[src/rtl/graphics_pkg.sv]
// Shared graphics definitions: Q8.8 constants,
// default screen geometry and the pixel entry layout.
package graphics_pkg;

  localparam int FRAC_BITS = 8;
  localparam logic [15:0] Q_HALF = 16'h0080;

  localparam int DEF_SCREEN_W = 160;
  localparam int DEF_SCREEN_H = 120;
  localparam int DEF_COORD_W  = 8;
  localparam int DEF_ADDR_W   = 15;

  typedef struct packed {
    logic [DEF_COORD_W-1:0] x;
    logic [DEF_COORD_W-1:0] y;
    logic [DEF_ADDR_W-1:0]  addr;
  } pix_t;

endpackage

[src/rtl/pixel_fifo.sv]
// First-word-fall-through FIFO with occupancy output.
// A push while full is taken only if a pop happens the same cycle.
module pixel_fifo #(
  parameter int WIDTH = 31,
  parameter int DEPTH = 4,
  localparam int PW = $clog2(DEPTH),
  localparam int LW = PW + 1
) (
  input  logic             clk,
  input  logic             rst_n,
  input  logic             push,
  input  logic [WIDTH-1:0] din,
  input  logic             pop,
  output logic [WIDTH-1:0] dout,
  output logic             valid,
  output logic             full,
  output logic [LW-1:0]    level
);

  logic [WIDTH-1:0] mem [DEPTH];
  logic [PW-1:0]    wptr;
  logic [PW-1:0]    rptr;
  logic             do_push;
  logic             do_pop;

  assign valid   = level != '0;
  assign full    = level == LW'(DEPTH);
  assign do_pop  = pop & valid;
  assign do_push = push & (~full | do_pop);
  assign dout    = mem[rptr];

  always_ff @(posedge clk) begin
    if (do_push) mem[wptr] <= din;
  end

  // Pointers wrap naturally since DEPTH is a power of two
  always_ff @(posedge clk or negedge rst_n) begin
    if (!rst_n) begin
      wptr  <= '0;
      rptr  <= '0;
      level <= '0;
    end else begin
      if (do_push) wptr <= wptr + 1'b1;
      if (do_pop)  rptr <= rptr + 1'b1;
      level <= level + LW'(do_push) - LW'(do_pop);
    end
  end

endmodule

[src/rtl/viewport_mapper.sv]
// Maps Q8.8 world vertices to screen pixels, clips off-screen
// vertices and queues the survivors for the framebuffer writer.
module viewport_mapper
  import graphics_pkg::*;
#(
  parameter int DATA_WIDTH  = 16,
  parameter int SCREEN_W    = DEF_SCREEN_W,
  parameter int SCREEN_H    = DEF_SCREEN_H,
  parameter int COORD_WIDTH = DEF_COORD_W,
  parameter int ADDR_WIDTH  = DEF_ADDR_W,
  parameter int FIFO_DEPTH  = 4,
  localparam int LW = $clog2(FIFO_DEPTH) + 1
) (
  input  logic                  clk,
  input  logic                  rst_n,
  input  logic                  in_valid,
  input  logic [DATA_WIDTH-1:0] x_in,
  input  logic [DATA_WIDTH-1:0] y_in,
  input  logic                  clr_stats,
  output logic                  out_valid,
  input  logic                  out_ready,
  output logic [COORD_WIDTH-1:0] pix_x,
  output logic [COORD_WIDTH-1:0] pix_y,
  output logic [ADDR_WIDTH-1:0] pix_addr,
  output logic [LW-1:0]         fifo_level,
  output logic [15:0]           clipped_count,
  output logic                  overflow
);

  localparam int SW = 11;
  localparam int EW = DATA_WIDTH + 1;

  typedef struct packed {
    logic [COORD_WIDTH-1:0] x;
    logic [COORD_WIDTH-1:0] y;
    logic [ADDR_WIDTH-1:0]  addr;
  } ent_t;

  logic signed [EW-1:0] xe;
  logic signed [EW-1:0] ye;
  logic signed [EW-1:0] xr;
  logic signed [EW-1:0] yr;
  logic signed [SW-1:0] sx;
  logic signed [SW-1:0] sy;
  logic                 clip;

  // Half-up rounding; the extra bit keeps 0x7FFF+0x80 from wrapping
  assign xe = EW'($signed(x_in));
  assign ye = EW'($signed(y_in));
  assign xr = (xe + $signed(EW'(Q_HALF))) >>> FRAC_BITS;
  assign yr = (ye + $signed(EW'(Q_HALF))) >>> FRAC_BITS;

  assign sx = SW'(xr) + SW'(SCREEN_W / 2);
  assign sy = SW'(SCREEN_H / 2) - SW'(yr);

  assign clip = (sx < 0) | (sx >= SW'(SCREEN_W))
              | (sy < 0) | (sy >= SW'(SCREEN_H));

  logic                   s1_v;
  logic                   s1_clip;
  logic [COORD_WIDTH-1:0] s1_x;
  logic [COORD_WIDTH-1:0] s1_y;

  always_ff @(posedge clk or negedge rst_n) begin
    if (!rst_n) begin
      s1_v    <= 1'b0;
      s1_clip <= 1'b0;
      s1_x    <= '0;
      s1_y    <= '0;
    end else begin
      s1_v <= in_valid;
      if (in_valid) begin
        s1_clip <= clip;
        s1_x    <= sx[COORD_WIDTH-1:0];
        s1_y    <= sy[COORD_WIDTH-1:0];
      end
    end
  end

  ent_t  ent;
  ent_t  head;
  logic  push_ok;
  logic  clip_evt;
  logic  drop_evt;
  logic  full;
  logic  fvalid;

  assign ent.x    = s1_x;
  assign ent.y    = s1_y;
  assign ent.addr = ADDR_WIDTH'(s1_y) * ADDR_WIDTH'(SCREEN_W)
                  + ADDR_WIDTH'(s1_x);

  assign push_ok  = s1_v & ~s1_clip;
  assign clip_evt = s1_v & s1_clip;
  assign drop_evt = push_ok & full & ~(fvalid & out_ready);

  pixel_fifo #(
    .WIDTH($bits(ent_t)),
    .DEPTH(FIFO_DEPTH)
  ) u_fifo (
    .clk  (clk),
    .rst_n(rst_n),
    .push (push_ok),
    .din  (ent),
    .pop  (out_ready),
    .dout (head),
    .valid(fvalid),
    .full (full),
    .level(fifo_level)
  );

  // Stale storage is hidden while the queue is empty
  assign out_valid = fvalid;
  assign pix_x     = fvalid ? head.x : '0;
  assign pix_y     = fvalid ? head.y : '0;
  assign pix_addr  = fvalid ? head.addr : '0;

  always_ff @(posedge clk or negedge rst_n) begin
    if (!rst_n) begin
      clipped_count <= '0;
      overflow      <= 1'b0;
    end else if (clr_stats) begin
      clipped_count <= '0;
      overflow      <= 1'b0;
    end else begin
      if (clip_evt && clipped_count != 16'hFFFF)
        clipped_count <= clipped_count + 16'd1;
      if (drop_evt)
        overflow <= 1'b1;
    end
  end

endmodule

[config.mk]
export PLATFORM = sky130hd
export DESIGN_NAME = viewport_mapper
export DESIGN_NICKNAME = d
export VERILOG_FILES = /design/src/rtl/graphics_pkg.sv /design/src/rtl/pixel_fifo.sv /design/src/rtl/viewport_mapper.sv
export SDC_FILE = /design/constraint.sdc
export NUM_CORES = 1
export LEC_CHECK = 0
export BUFFER_PORTS_ARGS = -buffer_cell sky130_fd_sc_hd__clkbuf_2
export CORE_MARGIN = 8
export CORE_UTILIZATION = 31
export CTS_CLUSTER_SIZE = 28
export DETAILED_ROUTE_END_ITERATION = 8
export PLACE_DENSITY_LB_ADDON = 0.1
export SYNTH_ARGS = -nofsm -noshare
export SYNTH_HDL_FRONTEND = slang
export SYNTH_SLANG_ARGS = --single-unit
export TNS_END_PERCENT = 50
[constraint.sdc]
create_clock -name clk -period 2.9 [get_ports clk]
set_input_delay 0.29 -clock clk [delete_from_list [all_inputs] [get_ports clk]]
set_output_delay 0.29 -clock clk [all_outputs]
set_load 0.05 [all_outputs]
* After elaboration in Yosys (flattened, before gate mapping)
Memory sizes are Yosys's and may differ from the RTL's. Cells that the tools add are included.
Word-level totals: output and inout port bits 52, word-level logic and storage cells 53, bits in writable memories 124, memories 1, register bits 42
Operators by class: add/subtract/negate cells 10, reductions and logical operators 4, $lt $le $gt $ge 4, muxes and demuxes 9, equal/unequal tests 2, multiply operators 1, bitwise gates (word level) 13
Memories:
- u_fifo.mem | words 4, width 31, read ports 1, clocked after Yosys merged registers in 0, write ports 1, line pixel_fifo.sv:20 | logic [WIDTH-1:0] mem [DEPTH];
Operator list (number):
- 16-bit by 9-bit adder with 17-bit output, second input constant | 2
- 16-bit 2-to-1 mux | 2
- 10-bit by 1-bit less-than comparator with 1-bit output, second input constant | 2
- 16-bit by 1-bit adder with 16-bit output, second input constant | 1
- 8-bit 2-to-1 mux | 2
- 16-bit != test, second input constant | 1
- 15-bit by 8-bit adder with 15-bit output | 1
- 15-bit 2-to-1 mux | 1
- 9-bit by 8-bit adder with 10-bit output, second input constant | 1
- 10-bit by 8-bit >= comparator with 1-bit output, second input constant | 1
- 10-bit by 9-bit >= comparator with 1-bit output, second input constant | 1
- 8-bit by 3-bit multiplier with 10-bit output, second input constant | 1
- 7-bit by 9-bit subtractor with 10-bit output, first input constant | 1
- 1-bit AND | 6
- 2-bit by 1-bit adder with 2-bit output, second input constant | 2
- 1-bit 2-to-1 mux | 4
- 1-bit bitwise OR | 4
- 2-bit nonzero test | 2
- 3-bit by 1-bit adder with 3-bit output | 1
- 3-bit equality test, second input constant | 1
- 1-bit NOT | 3
- 3-bit nonzero test | 1
- 3-bit by 1-bit subtractor with 3-bit output | 1
- 1-bit logical AND | 1

* Depth between registers and ports, before layout
word-level depth 6, depth in mapped cells 10, gate-level depth less buffers 10

* By module
From an unflattened synthesis, not the netlist that was laid out.
Second synthesis, totals: cell total of the unflattened synthesis 558, area, all modules 7967.6 µm²
Modules (own cells, without submodules):
- pixel_fifo | area an instance 4880.9 µm², seq. area each 3898.7 µm², cells an instance 198, times used 1
- viewport_mapper | area an instance 3086.7 µm², seq. area each 875.8 µm², cells an instance 360, times used 1

* Least setup slack after synthesis
Ideal clock, no wire load.
path type register to register, start register u_fifo.level[1], end register u_fifo.level[2], data arrival time 2.483 ns, setup slack 0.276 ns, path buffers 1, clock period less this slack 2.624 ns, stages on the path, launching flop included 11, cell sequence dfrtp_1 > or3_1 > clkbuf_1 > and2_1 > ha_1 > inv_1 > ha_1 > inv_1 > fa_1 > xnor2_1 > xnor2_1
Between the ends: word-level cells in the longest chain between the ends 6, elaborated cells between the ends (all ways) 8
Ends and longest elaborated chain:
- start, declared | line pixel_fifo.sv:17 | output logic [LW-1:0] level
- start signal, assigned | line pixel_fifo.sv:45 | level <= level + LW'(do_push) - LW'(do_pop);
- 3-bit nonzero test * | line pixel_fifo.sv:26 | assign valid = level != '0;
- 1-bit AND * | line pixel_fifo.sv:28 | assign do_pop = pop & valid;
- named net u_fifo.do_pop | line pixel_fifo.sv:24 | logic do_pop;
- 1-bit bitwise OR | line pixel_fifo.sv:29 | assign do_push = push & (~full | do_pop);
- 1-bit AND | line pixel_fifo.sv:29
- 3-bit by 1-bit adder with 3-bit output | line pixel_fifo.sv:45
- 3-bit by 1-bit subtractor with 3-bit output * | line pixel_fifo.sv:45
The timed path passes the listed nets; every way through them passes the cells marked *. A chain may end at the register's enable or synchronous reset.

==> flow_metrics.py <==
metrics = {
    "run_status": {
        "outcome": "finished, final reports clean",
    },
    "floorplan": {
        "die-area_um2": 28150,
        "io_pins": 89,
        "core_um2": 22640,
        "rows": 55,
        "die_h_um": 167.8,
        "dieWidth_um": 167.8,
        "start_util": 0.3154,
    },
    "critical_path": {
        "critPathCapture": "u_fifo.mem[2][14]",
        "path_class": "flop to flop",
        "cp_slowest_stage_delay_ps": 460,
        "r2r_end": "u_fifo.mem[2][14]",
        "path_cells": "ha_1, ha_1, inv_1, fa_1, nor3b_1, and3b_1, nand3_1, xor3_1",
        "cpMostUsedCell": "ha_1",
        "cp-end-kind": "flop",
        "reg2reg_depth": 8,
        "cp.arrival_ps": 2850,
        "startpoint": "s1_y[3]",
        "r2r-start": "s1_y[3]",
        "required_ps": 3040,
        "crit_slowest_cell": "dfrtp_1",
        "startpoint_type": "flop",
        "cp_max_fo": 7,
        "ff2ff_setup_slack_ps": 190,
    },
    "yosys": {
        "ys_seq_area_frac": 0.5844,
        "synth_common_cells": "104 x edfxtp_1, 42 x dfrtp_1, 36 x nor2_1",
        "synth_edf_count": 104,
        "synth_top_flop_cell": "edfxtp_1",
        "ys_ff_latch": 146,
        "syn-num-nets": 586,
        "postSynthCellCount": 518,
        "syn_area_per_cell_um2": 13.79,
        "synth_top_area_frac": 0.4373,
        "async_flop_share": 0.2877,
        "yosys.cell_count.top_type": "edfxtp_1",
        "synth_area_leaders": "edfxtp_1 44%, dfrtp_1 15%, mux4_2 8.2%",
        "synth_area_leader_cell": "edfxtp_1",
        "synth_warnings": 0,
        "yosysUniqueCellTypes": 57,
        "synth_area_um2": 7142,
    },
    "clock_tree": {
        "htree_num_levels": 4,
        "cts_tree": "done",
        "cts_inserted_buffers": 17,
        "clk_latency_ps": 420,
        "postCtsSetupBuffers": 0,
        "clk_pin_slew_worst_paths_ps": 60,
        "cts_root_buf": "clkbuf_16",
        "cts_sinks": 146,
        "clockBufferDepth": 2,
    },
    "routing": {
        "route.detailed.drc": 0,
        "via_per_inst": 4.756,
        "dr.first_iter.drc_count": 156,
        "wl_um": 15260,
        "dr_total_vias": 4271,
        "detail_route.wl_per_cell_um": 16.99,
        "first_pass_iters": 4,
        "detail-route-antenna-nets": 0,
    },
    "timing": {
        "rsz0062_at_grt": "no",
        "fmax_mhz": 369.0,
        "worst_slack_ps": 190.0,
        "setup_tns_ps": 0,
        "timing.hold.ws_ps": 255.2,
        "finClkSkew_ps": 8.630,
        "setup-violations-final": 0,
        "slew_headroom": 0.5480,
        "drv_slew": 0,
        "worst_pin_slew_ps": 678.0,
        "period_share": 0.9345,
        "hold_violations": 0,
        "fin_crit_ps": 2710,
    },
    "final_layout": {
        "antenna_cells": 0,
        "fill_cells": 2163,
        "drive_above_1_share": 0.2675,
        "multiInputGateArea_um2": 2760,
        "area_growth_pct": 18.01,
        "fin_util": 0.3723,
        "seq_area_um2": 4175,
        "finalNonFillerCells": 898,
        "nets": 668,
        "fin_area_um2": 8428,
    },
    "pwr": {
        "cellLeakagePower_nw": 3.254,
        "power_mw": 8.043,
        "cellPowerDensity_nw_per_um2": 954.3,
        "ir_drop_v": 0.0003436,
    },
    "global_route": {
        "grt_pass1_wl_um": 24770,
        "grt_usage": 0.1127,
        "grt_max_degree": 29,
        "overflow": 0,
        "grt_pass1_vias": 4541,
        "antenna_found_initial": 0,
    },
    "flow_run": {
        "maxCapViolCount": 0,
    },
    "placement": {
        "place_area_um2": 7871,
        "place_hpwl_um": 10500,
        "dpl.cell_count": 865,
        "place_ws_ps": 173.2,
        "io_buffers": 74,
        "place_congestion": 0.7840,
    },
    "hold_path": {
        "hold_path_depth": 3,
        "hold_path.class": "input pin to flop",
    },
}
final cells by class:
class                           count  area share
Clock inverter                     11    0.009056
Clock buffer                       21     0.05582
Inverter                           23     0.01024
Tap cell                          285     0.04231
Multi-Input combinational cell    324      0.3275
Sequential cell                   146      0.4954
Timing Repair Buffer               88     0.05968
worst max-delay path, delay by kind of cell (launching register included):
family / cells / cell delay, ps
adders and majority gates: 3 / 970
and+or+nand+nor: 3 / 670
DFF: 1 / 460
xor gates and xnor gates: 1 / 260
buffers and inverters: 1 / 70
kinds of logic (layout without fill, tap and decap cells):
family	count (synthesis)	in the layout	share of synthesized area
xor gates and xnor gates	51	51	0.06570
buffers and inverters	48	143	0.02908
AOI/OAI and AO/OA	57	57	0.05501
and+or+nand+nor	149	149	0.1111
muxes	36	36	0.09723
DFF	146	146	0.5844
adders and majority gates	31	31	0.05746
repair_timing:
item	CTS	global route
hold buffers	1	0
gates resized for setup	0	0
hold endpoints to repair	11	0
how the worst min path moves through the flow:
stage	endpoint	start	slack (ps)
after global placement	u_fifo.level[2]	rst_n	210
after global routing	u_fifo.rptr[0]	out_ready	280
final	u_fifo.rptr[0]	out_ready	260
after detailed placement	u_fifo.level[1]	rst_n	210
after CTS	u_fifo.rptr[0]	out_ready	240
after floorplan	clipped_count[0]	rst_n	-6
where the power goes:
group	leakage, nW	switching (mW)	internal, mW	total, mW
Sequential	1.46	0.196	2.58	2.78
Clock	0.279	0.837	1.17	2.00
Combinational	1.52	2.18	1.08	3.26
Total	3.25	3.21	4.83	8.04
placed cells by master, fill, tap and decap left out, types with 5 or more instances in the layout:
master     Yosys  final
xnor2_1       26     26
mux4_2        26     26
a21oi_1       15     15
nand3_1       16     16
clkbuf_16      0     17
dfrtp_1       42     41
and2_1        31     31
a21o_1         6      6
a31oi_1        6      6
inv_1         23     23
mux2_2         7      7
ha_1          28     28
o21ai_0        9      9
inv_4          0      5
nand4_1        5      5
nor3_1         7      7
edfxtp_1     104    104
buf_4          5     11
clkbuf_2       1     74
xor2_1        23     23
nand2_1       24     24
nor2_1        36     36
flip-flops by register name, summed over array words and instances (netlist names):
register and count:
u_fifo.mem 104, u_fifo.level 3, s1_v 1, s1_x 8, s1_clip 1, overflow 1
u_fifo.wptr 2, s1_y 8, u_fifo.rptr 2, clipped_count 16
routing by layer:
metal	wire (um)	part of all wire	vias to the layer above	GRT usage
li1	-	-	2065	-
met1	7139	0.47	2118	0.1419
met2	7337	0.48	71	0.1829
met3	557	0.037	17	0.02993
met4	223	0.015	0	0.04309
met5	0	0	-	0
No activity file was read; power rests on OpenSTA's default activity.
